===== config.mk =====
export PLATFORM = sky130hd
export DESIGN_NAME = digit_entry_store
export DESIGN_NICKNAME = d
export VERILOG_FILES = /design/src/rtl/digit_entry_pkg.sv /design/src/rtl/digit_entry_store_bcd_accum.sv /design/src/rtl/digit_entry_store.sv
export SDC_FILE = /design/constraint.sdc
export NUM_CORES = 1
export LEC_CHECK = 0
export ABC_AREA = 1
export ABC_CLOCK_PERIOD_IN_PS = 5400
export CAP_MARGIN = 20
export CORE_MARGIN = 2
export CORE_UTILIZATION = 56
export CTS_BUF_LIST = sky130_fd_sc_hd__clkbuf_16
export DETAILED_ROUTE_END_ITERATION = 6
export PLACE_DENSITY = 0.9
export SYNTH_ARGS = -nofsm -noshare
export SYNTH_HDL_FRONTEND = slang
export SYNTH_SLANG_ARGS = --single-unit

===== constraint.sdc =====
create_clock -name clk -period 5.4 [get_ports clk]
set_input_delay 1.08 -clock clk [delete_from_list [all_inputs] [get_ports clk]]
set_output_delay 1.08 -clock clk [all_outputs]
set_load 0.03 [all_outputs]

===== src/rtl/digit_entry_pkg.sv =====
// rtl/digit_entry_pkg.sv - shared encodings and helpers for the keypad digit entry store
package digit_entry_pkg;

  typedef enum logic [1:0] {
    S_IDLE  = 2'd0,
    S_ENTRY = 2'd1,
    S_CONV  = 2'd2,
    S_HOLD  = 2'd3
  } state_t;

  localparam logic [3:0] KEY_BACKSPACE = 4'hE;
  localparam logic [3:0] DIGIT_MAX     = 4'd9;

  // 10^n, used to check that the binary output can hold the largest entry
  function automatic longint pow10(input int n);
    longint r;
    r = 1;
    for (int k = 0; k < n; k++) r = r * 10;
    return r;
  endfunction

endpackage


===== src/rtl/digit_entry_store_bcd_accum.sv =====
// rtl/digit_entry_store_bcd_accum.sv - iterative BCD to binary multiply-add datapath
module bcd_accum
  import digit_entry_pkg::*;
#(
  parameter int DIGITS  = 2,
  parameter int VALUE_W = 8
) (
  input  logic                  clk,
  input  logic                  rst,
  input  logic                  clr,
  input  logic                  start,
  input  logic                  step,
  input  logic [4*DIGITS-1:0]   digits,
  output logic [VALUE_W-1:0]    acc_next,
  output logic                  done
);

  logic [VALUE_W-1:0] acc;
  logic [1:0]         idx;
  logic [3:0]         digit;

  // Most significant digit first; unentered positions hold 0 and add nothing
  assign digit    = digits[4*idx +: 4];
  assign acc_next = VALUE_W'(({4'b0, acc} << 3) + ({4'b0, acc} << 1) + (VALUE_W+4)'(digit));
  // The step taking digit 0 is the final one
  assign done     = step && (idx == 2'd0);

  // Accumulator and digit index: clear aborts, start primes, step walks down
  always_ff @(posedge clk or posedge rst) begin
    if (rst) begin
      acc <= '0;
      idx <= '0;
    end else if (clr) begin
      acc <= '0;
      idx <= '0;
    end else if (start) begin
      acc <= '0;
      idx <= 2'(DIGITS - 1);
    end else if (step) begin
      acc <= acc_next;
      idx <= idx - 2'd1;
    end
  end

endmodule


===== src/rtl/digit_entry_store.sv =====
// rtl/digit_entry_store.sv - keypad number entry buffer with commit/clear and BCD conversion; option DIGIT_ENTRY_BACKSPACE_EN
module digit_entry_store
  import digit_entry_pkg::*;
#(
  parameter int DIGITS  = 2,
  parameter int VALUE_W = 8
) (
  input  logic                  clk,
  input  logic                  rst,
  input  logic                  enable,
  input  logic                  pressed,
  input  logic [3:0]            num_in,
  input  logic                  commit,
  input  logic                  clear,
  output logic [4*DIGITS-1:0]   digits_out,
  output logic [2:0]            count,
  output logic [VALUE_W-1:0]    value_out,
  output logic                  value_valid,
  output logic                  overflow,
  output logic [1:0]            state
);

  if (DIGITS < 1 || DIGITS > 4) begin : g_bad_digits
    $error("digit_entry_store: DIGITS must be 1..4");
  end
  if ((longint'(1) << VALUE_W) <= pow10(DIGITS) - 1) begin : g_bad_width
    $error("digit_entry_store: VALUE_W too narrow for DIGITS");
  end

  state_t             st;
  logic               do_commit;
  logic               do_press;
  logic               is_digit;
  logic [VALUE_W-1:0] acc_next;
  logic               acc_done;

  assign do_commit = enable && commit;
  assign do_press  = enable && pressed && !do_commit;
  assign is_digit  = (num_in <= DIGIT_MAX);
  assign state     = st;

  bcd_accum #(
    .DIGITS  (DIGITS),
    .VALUE_W (VALUE_W)
  ) u_accum (
    .clk      (clk),
    .rst      (rst),
    .clr      (clear),
    .start    (!clear && do_commit && st == S_ENTRY),
    .step     (!clear && st == S_CONV),
    .digits   (digits_out),
    .acc_next (acc_next),
    .done     (acc_done)
  );

  // Entry FSM with registered outputs; clear beats commit beats press
  always_ff @(posedge clk or posedge rst) begin
    if (rst) begin
      st          <= S_IDLE;
      digits_out  <= '0;
      count       <= '0;
      value_out   <= '0;
      value_valid <= 1'b0;
      overflow    <= 1'b0;
    end else begin
      overflow <= 1'b0;
      if (clear) begin
        st          <= S_IDLE;
        digits_out  <= '0;
        count       <= '0;
        value_out   <= '0;
        value_valid <= 1'b0;
      end else begin
        case (st)
          S_IDLE, S_ENTRY: begin
            if (do_commit) begin
              if (st == S_ENTRY) st <= S_CONV;
            end else if (do_press && is_digit) begin
              if (count < 3'(DIGITS)) begin
                digits_out <= (digits_out << 4) | (4*DIGITS)'(num_in);
                count      <= count + 3'd1;
                st         <= S_ENTRY;
              end else begin
                overflow <= 1'b1;
              end
            end
`ifdef DIGIT_ENTRY_BACKSPACE_EN
            else if (do_press && num_in == KEY_BACKSPACE && st == S_ENTRY) begin
              digits_out <= digits_out >> 4;
              count      <= count - 3'd1;
              if (count == 3'd1) st <= S_IDLE;
            end
`endif
          end
          S_CONV: begin
            if (acc_done) begin
              value_out   <= acc_next;
              value_valid <= 1'b1;
              st          <= S_HOLD;
            end
          end
          S_HOLD: begin
            if (do_press && is_digit) begin
              digits_out  <= (4*DIGITS)'(num_in);
              count       <= 3'd1;
              value_out   <= '0;
              value_valid <= 1'b0;
              st          <= S_ENTRY;
            end
          end
          default: st <= S_IDLE;
        endcase
      end
    end
  end

endmodule


==> results of run 1 <==
[final cells by class]
class / count / area share, %
Timing Repair Buffer: 33 / 13.7
Tap cell: 46 / 2.40
Clock buffer: 5 / 5.22
Inverter: 27 / 4.23
Multi-Input combinational cell: 166 / 40.5
Clock inverter: 3 / 0.574
Sequential cell: 32 / 33.4
[cells by family after synthesis]
group | after synthesis | synth area share, %
xor+xnor | 3 | 1.38
simple gates | 116 | 27.8
compound gates | 33 | 11.7
fa+ha+maj | 14 | 9.97
flops | 32 | 42.0
buf+inv | 30 | 7.09
[cell usage in the layout, fill, tap and decap left out, types with 2 or more instances in the layout]
cell type | netlist | final
nand2_2 | 12 | 12
clkbuf_16 | 0 | 5
o22ai_1 | 2 | 2
o21ai_0 | 12 | 12
clkinv_2 | 0 | 2
nand4_1 | 4 | 4
nand2_4 | 2 | 2
nand3_1 | 10 | 10
dfrtp_1 | 32 | 32
ha_1 | 12 | 12
or2_1 | 3 | 3
nor2_4 | 2 | 2
o21ai_2 | 11 | 11
a21o_1 | 2 | 2
a21oi_1 | 3 | 3
inv_1 | 22 | 22
fa_1 | 2 | 2
nor2_1 | 14 | 14
xor2_1 | 2 | 2
inv_2 | 5 | 5
clkdlybuf4s50_1 | 0 | 32
nand2_1 | 67 | 67
[flip-flops by register name, summed over array words and instances (netlist names)]
signal	count
digits_out	8
value_out	8
u_accum.acc	7
count	3
state	2
u_accum.idx	2
overflow	1
value_valid	1
[worst register-to-register path, stage by stage, from the launching register on]
cell	delay, ns
dfrtp_1	0.43
inv_1	0.14
o21ai_0	0.26
fa_1	0.51
fa_1	0.48
o21ai_0	0.23
xor2_1	0.26
nand2_1	0.09
o21ai_0	0.08
[metal layers]
layer / up-vias / GRT usage [%] / share of wire [%]
met4: 0 / 8.61 / 1.5
met3: 6 / 5.98 / 4.5
li1: 806 / - / -
met5: - / 0 / 0
met2: 47 / 40.1 / 49
met1: 744 / 28.0 / 45
[power by group through the flow]
stage / Combinational, uW / Clock, uW / Sequential [uW]
CTS: 318 / 267 / 313
floorplan: 164 / 0 / 367
detailed placement: 316 / 0 / 316
global placement: 307 / 0 / 316
finish: 317 / 262 / 313
global route: 348 / 279 / 319
[worst max path at each step]
stage	to	slack, ns
2_1_floorplan	u_accum.acc[6]$_DFFE_PP0P_	3.09
3_3_place_gp	count[1]$_DFFE_PP0P_	2.57
3_5_place_dp	count[1]$_DFFE_PP0P_	2.53
4_1_cts	count[1]$_DFFE_PP0P_	2.80
5_1_grt	count[1]$_DFFE_PP0P_	2.67
6_report	count[1]$_DFFE_PP0P_	2.79
[per-stage QoR]
stage / cells / instance area [sq um]
2_1_floorplan: 228 / 1910
3_3_place_gp: 304 / 2260
3_5_place_dp: 304 / 2260
4_1_cts: 312 / 2400
5_1_grt: 312 / 2400
6_report: 312 / 2400
==> out/results.ini, run 1 <==
[status]
outcome=finished, final reports clean

[timing]
fmax_ghz=0.384
fin_hold_ws_ns=0.472
fin_crit_sh_pct=48.3
rsz0062_at_grt=false
setup_tns_ns=0
finalMaxSlewViolations=0
tightestPinTransition_ns=0.583
fin_skew_ns=0.00342
setup_slack_ns=2.79
min_period_ns=2.61
finalSetupViolations=0
hold_violations=0
relSlewSlack_pct=61.0

[die]
rows=21
start_util_pct=57.6
io_pins=33
coreArea_sq_mm=0.00331
dieHeight_um=62.4
die-area_sq_mm=0.00389
die_x_um=62.4

[clock_tree]
clkLatencyLatePin_ns=0.27
cts_tree=done
cts_buffers=5
cts_setup_buffers=0
cts_buffer_depth=2
cts_hold_buffers=0
cts.repair.resized=0
clockRootBuffer=clkbuf_16
htreeDepth=2
numClockSinks=32
cts.clk_slew.worst_paths_ns=0.05

[synthesis]
syn_area_per_cell_sq_um=8.36
yosys_warnings=0
ys_seq_elements=32
synth-edff-count=0
synth_ff_type=dfrtp_1
synth.distinct_cells=26
ys_async_sr_fraction_pct=100
synth.top_cells.by_count=nand2_1 (67), dfrtp_1 (32), inv_1 (22), nor2_1 (14)
synth_fp_nets=252
synth.area.top_cells=dfrtp_1 (42%), nand2_1 (13%), ha_1 (7.9%), o21ai_2 (5.1%), inv_1 (4.3%)
synth_most_common_cell=nand2_1
yosysTopAreaCell=dfrtp_1
yosysSeqAreaShare_pct=42.0
synth_top_area_share_pct=42.0
synthesis.instances=228
syn_area_sq_mm=0.00191

[global_routing]
grt.overflow.total=0
grt_pass1_wl_mm=6.97
antenna_found_initial=0
grt_max_degree=33
grtUsageTotal_pct=23.2
grt_pass1_vias=1550

[finish]
num-nets-final=289
syn2layout_area_growth_pct=25.7
drive_gt1_share_pct=16.2
regArea_sq_um=801
diodes=0
utilization_pct=72.4
nFillCells=271
multiInputGateArea_sq_um=971

[worst_setup_path]
startpoint=clear
r2r_end=u_accum.acc[6]$_DFFE_PP0P_
worst_ep_arrival_time_ns=2.75
r2r_start=u_accum.idx[0]$_DFFE_PP0P_
crit_cells=8
r2r_slack_ns=2.84
crit_chain=clkdlybuf4s50_1 > inv_2 > nand2_4 > nand2_2 > a21oi_2 > nand2_2 > nand2_1 > o21ai_2
required_ns=5.55
crit_top_cell=nand2_2
path_delay_family=simple AND/OR/NAND/NOR gates
cp_slowest_cell=clkdlybuf4s50_1
cp_max_fo=22
crit_type=input pin to flop
worstSetupStartpointType=input pin
critical_path.max_stage_delay_ns=0.57
worst_setup_path_end_kind=flop
cp_num_buf_inv=2
r2r_cells=8

[drt]
initialDrtViolationCount=83
drt_pre_antenna_iters=4
vias_per_cell=5.14
vias=1603
drc=0
wirelength_mm=3.99
wire_per_inst_um=12.8
ant_nets=0

[power]
p_leak_uw=0.00124
power.switching_uw=329
pwr-share-comb_pct=35.5
sw_frac_of_total_pct=36.9
powerDensity_mw_per_mm2=372
power_uw=892
seq_power_share_pct=35.1
pwr-share-clk_pct=29.4
p_int_uw=563
ir_drop_uv=243

[hold_path]
worstHoldStart=value_valid$_DFFE_PP0P_
hold_path_end=value_valid$_DFFE_PP0P_
whs_path_depth=2
hp-class=flop to flop

[placed_design]
place_congestion=0.846
dp_slack_ns=2.53
place_hpwl_mm=2.96
portBuffers=32

[run]
cap_violations=0

Note: power is estimated with default switching activity, not from simulation.
==> inputs of run 2 (changes only) <==
ABC_CLOCK_PERIOD_IN_PS = 2450   (was 5400)
CORE_UTILIZATION = 53   (was 56)
PLACE_DENSITY = 0.86   (was 0.9)
clock period = 2.45 ns   (was 5.4 ns; I/O delays follow)
==> run 2 against run 1 <==
Compared with the run above:
- via count grew 2.4%
- critical endpoint is now u_accum.acc[6]$_DFFE_PP0P_
- power grew 120%
- largest cell class unchanged
- highest routed layer unchanged
- register-to-register slack worse by 2.6 ns
- clock power grew 120%
- critical path depth stayed put
- critical path type is now flop to flop
- sequential power grew 120%
==> out/results.ini, run 2 (synthesis results as in run 1) <==
[finish]
utilization_pct=71.1
nFillCells=268
final_cells=313
num-nets-final=290
multiInputGateArea_sq_um=976
largestRegisters=digits_out: 8 flops, value_out: 8 flops, u_accum.acc: 7 flops
drive_gt1_share_pct=16.9
diodes=0
syn2layout_area_growth_pct=26.3
regArea_sq_um=802
layout_common_cells=nand2_1 (67), clkdlybuf4s50_1 (32), dfrtp_1 (31)
final_common_cell=nand2_1

[power]
power.switching_uw=745
pwr-share-comb_pct=35.9
p_int_uw=1250
ir_drop_uv=598
pwr-share-clk_pct=29.3
p_leak_uw=0.00124
powerDensity_mw_per_mm2=827
seq_power_share_pct=34.8
sw_frac_of_total_pct=37.4

[global_routing]
grt.overflow.total=0
grtUsageTotal_pct=23.2
grt_pass1_vias=1597
grt_pass1_wl_mm=7.24
antenna_found_initial=0
grt_max_degree=33

[timing]
rsz0062_at_grt=false
fmax_ghz=0.444
min_period_ns=2.25
hold_violations=0
fin_skew_ns=0.00396
fin_crit_sh_pct=92.0
setup_tns_ns=0
relSlewSlack_pct=72.8
tightestPinTransition_ns=0.409
finalMaxSlewViolations=0
finalSetupViolations=0

[worst_setup_path]
r2r_start=u_accum.idx[0]$_DFFE_PP0P_
cp_max_fo=7
r2r_slack_ns=0.20
startpoint=u_accum.idx[0]$_DFFE_PP0P_
worst_ep_arrival_time_ns=2.44
crit_type=flop to flop
worst_setup_path_end_kind=flop
worstSetupStartpointType=flop
required_ns=2.64
r2r_cells=8

[drt]
ant_nets=0
drt_pre_antenna_iters=4
vias_per_cell=5.24
wirelength_mm=4.14
wire_per_inst_um=13.2
drc=0
vias=1641
initialDrtViolationCount=77

[die]
io_pins=33
start_util_pct=56.3
dieHeight_um=64.0
coreArea_sq_mm=0.00339
die_x_um=64.0
die-area_sq_mm=0.00409
rows=21

[clock_tree]
cts_tree=done
cts_buffers=5
cts.clk_slew.worst_paths_ns=0.05
cts_setup_buffers=0
clockRootBuffer=clkbuf_16
cts_hold_buffers=0
cts_buffer_depth=2
htreeDepth=2
numClockSinks=32
clkLatencyLatePin_ns=0.28

[run]
cap_violations=0

[placed_design]
place_hpwl_mm=3.02
portBuffers=32
place_congestion=0.860
dpl.cell_count=305

[hold_path]
worstHoldStart=value_out[5]$_DFFE_PP0P_
hp-class=flop to flop
whs_path_depth=2

[status]
outcome=finished, final reports clean

[run 2: changes by cell type in the layout (fill, tap and decap cells not counted), sizes merged]
cell / change
buf: +1
clkinv: -2
inv: +2
[run 2: critical path, stage by stage (launching register included)]
cell and delay, ns:
dfrtp_2 0.43, inv_1 0.14, o21ai_1 0.11, fa_1 0.52
fa_2 0.43, o21ai_1 0.17, xor2_1 0.21, nand2_1 0.07
o21ai_0 0.09
[run 2: metrics by stage]
step	setup WS (ns)	instance area, sq um	total power [uW]	hold WS [ns]
floorplan	0.140	1910	1170	0.457
global placement	0.170	2270	1390	0.454
detailed placement	0.0362	2270	1410	0.458
CTS	0.0300	2400	2000	0.471
global route	0.0415	2410	2120	0.491
finish	0.195	2410	1990	0.464
[run 2: area by class of cell]
type	instances	share of cell area, %
timing repair buffer	34	13.9
clock buffer	5	5.19
sequential	32	33.3
multi-input combinational	166	40.5
inverter	27	4.21
tap	46	2.39
clock inverter	3	0.468
[run 2: path summary, 6_finish.rpt]
kind                                         endpoint
hold / removal               value_out[5]$_DFFE_PP0P_
setup reg to reg           u_accum.acc[6]$_DFFE_PP0P_
min in group asynchronous    value_out[0]$_DFFE_PP0P_
hold reg to reg              value_out[5]$_DFFE_PP0P_
max in group asynchronous  u_accum.idx[0]$_DFFE_PP0P_
setup / recovery           u_accum.acc[6]$_DFFE_PP0P_
[run 2: power groups by stage]
stage / sequential [uW] / clock (uW) / combinational (uW)
global route: 707 / 622 / 793
global placement: 697 / 0 / 693
floorplan: 810 / 0 / 361
finish: 694 / 584 / 715
CTS: 693 / 590 / 718
detailed placement: 699 / 0 / 708
[run 2: timing repair]
item                                   in CTS  in global routing
endpoints found under the hold margin       0                  0
setup endpoints to repair                   0                  4
gates resized for setup                     0                  5
[run 2: layer usage]
layer | share of wire [%] | wire, um | global-route usage (%)
met4 | 2.3 | 94 | 10.1
met2 | 49 | 2030 | 38.4
met1 | 43 | 1760 | 28.6
met3 | 6.1 | 253 | 5.99
met5 | 0 | 0 | 0
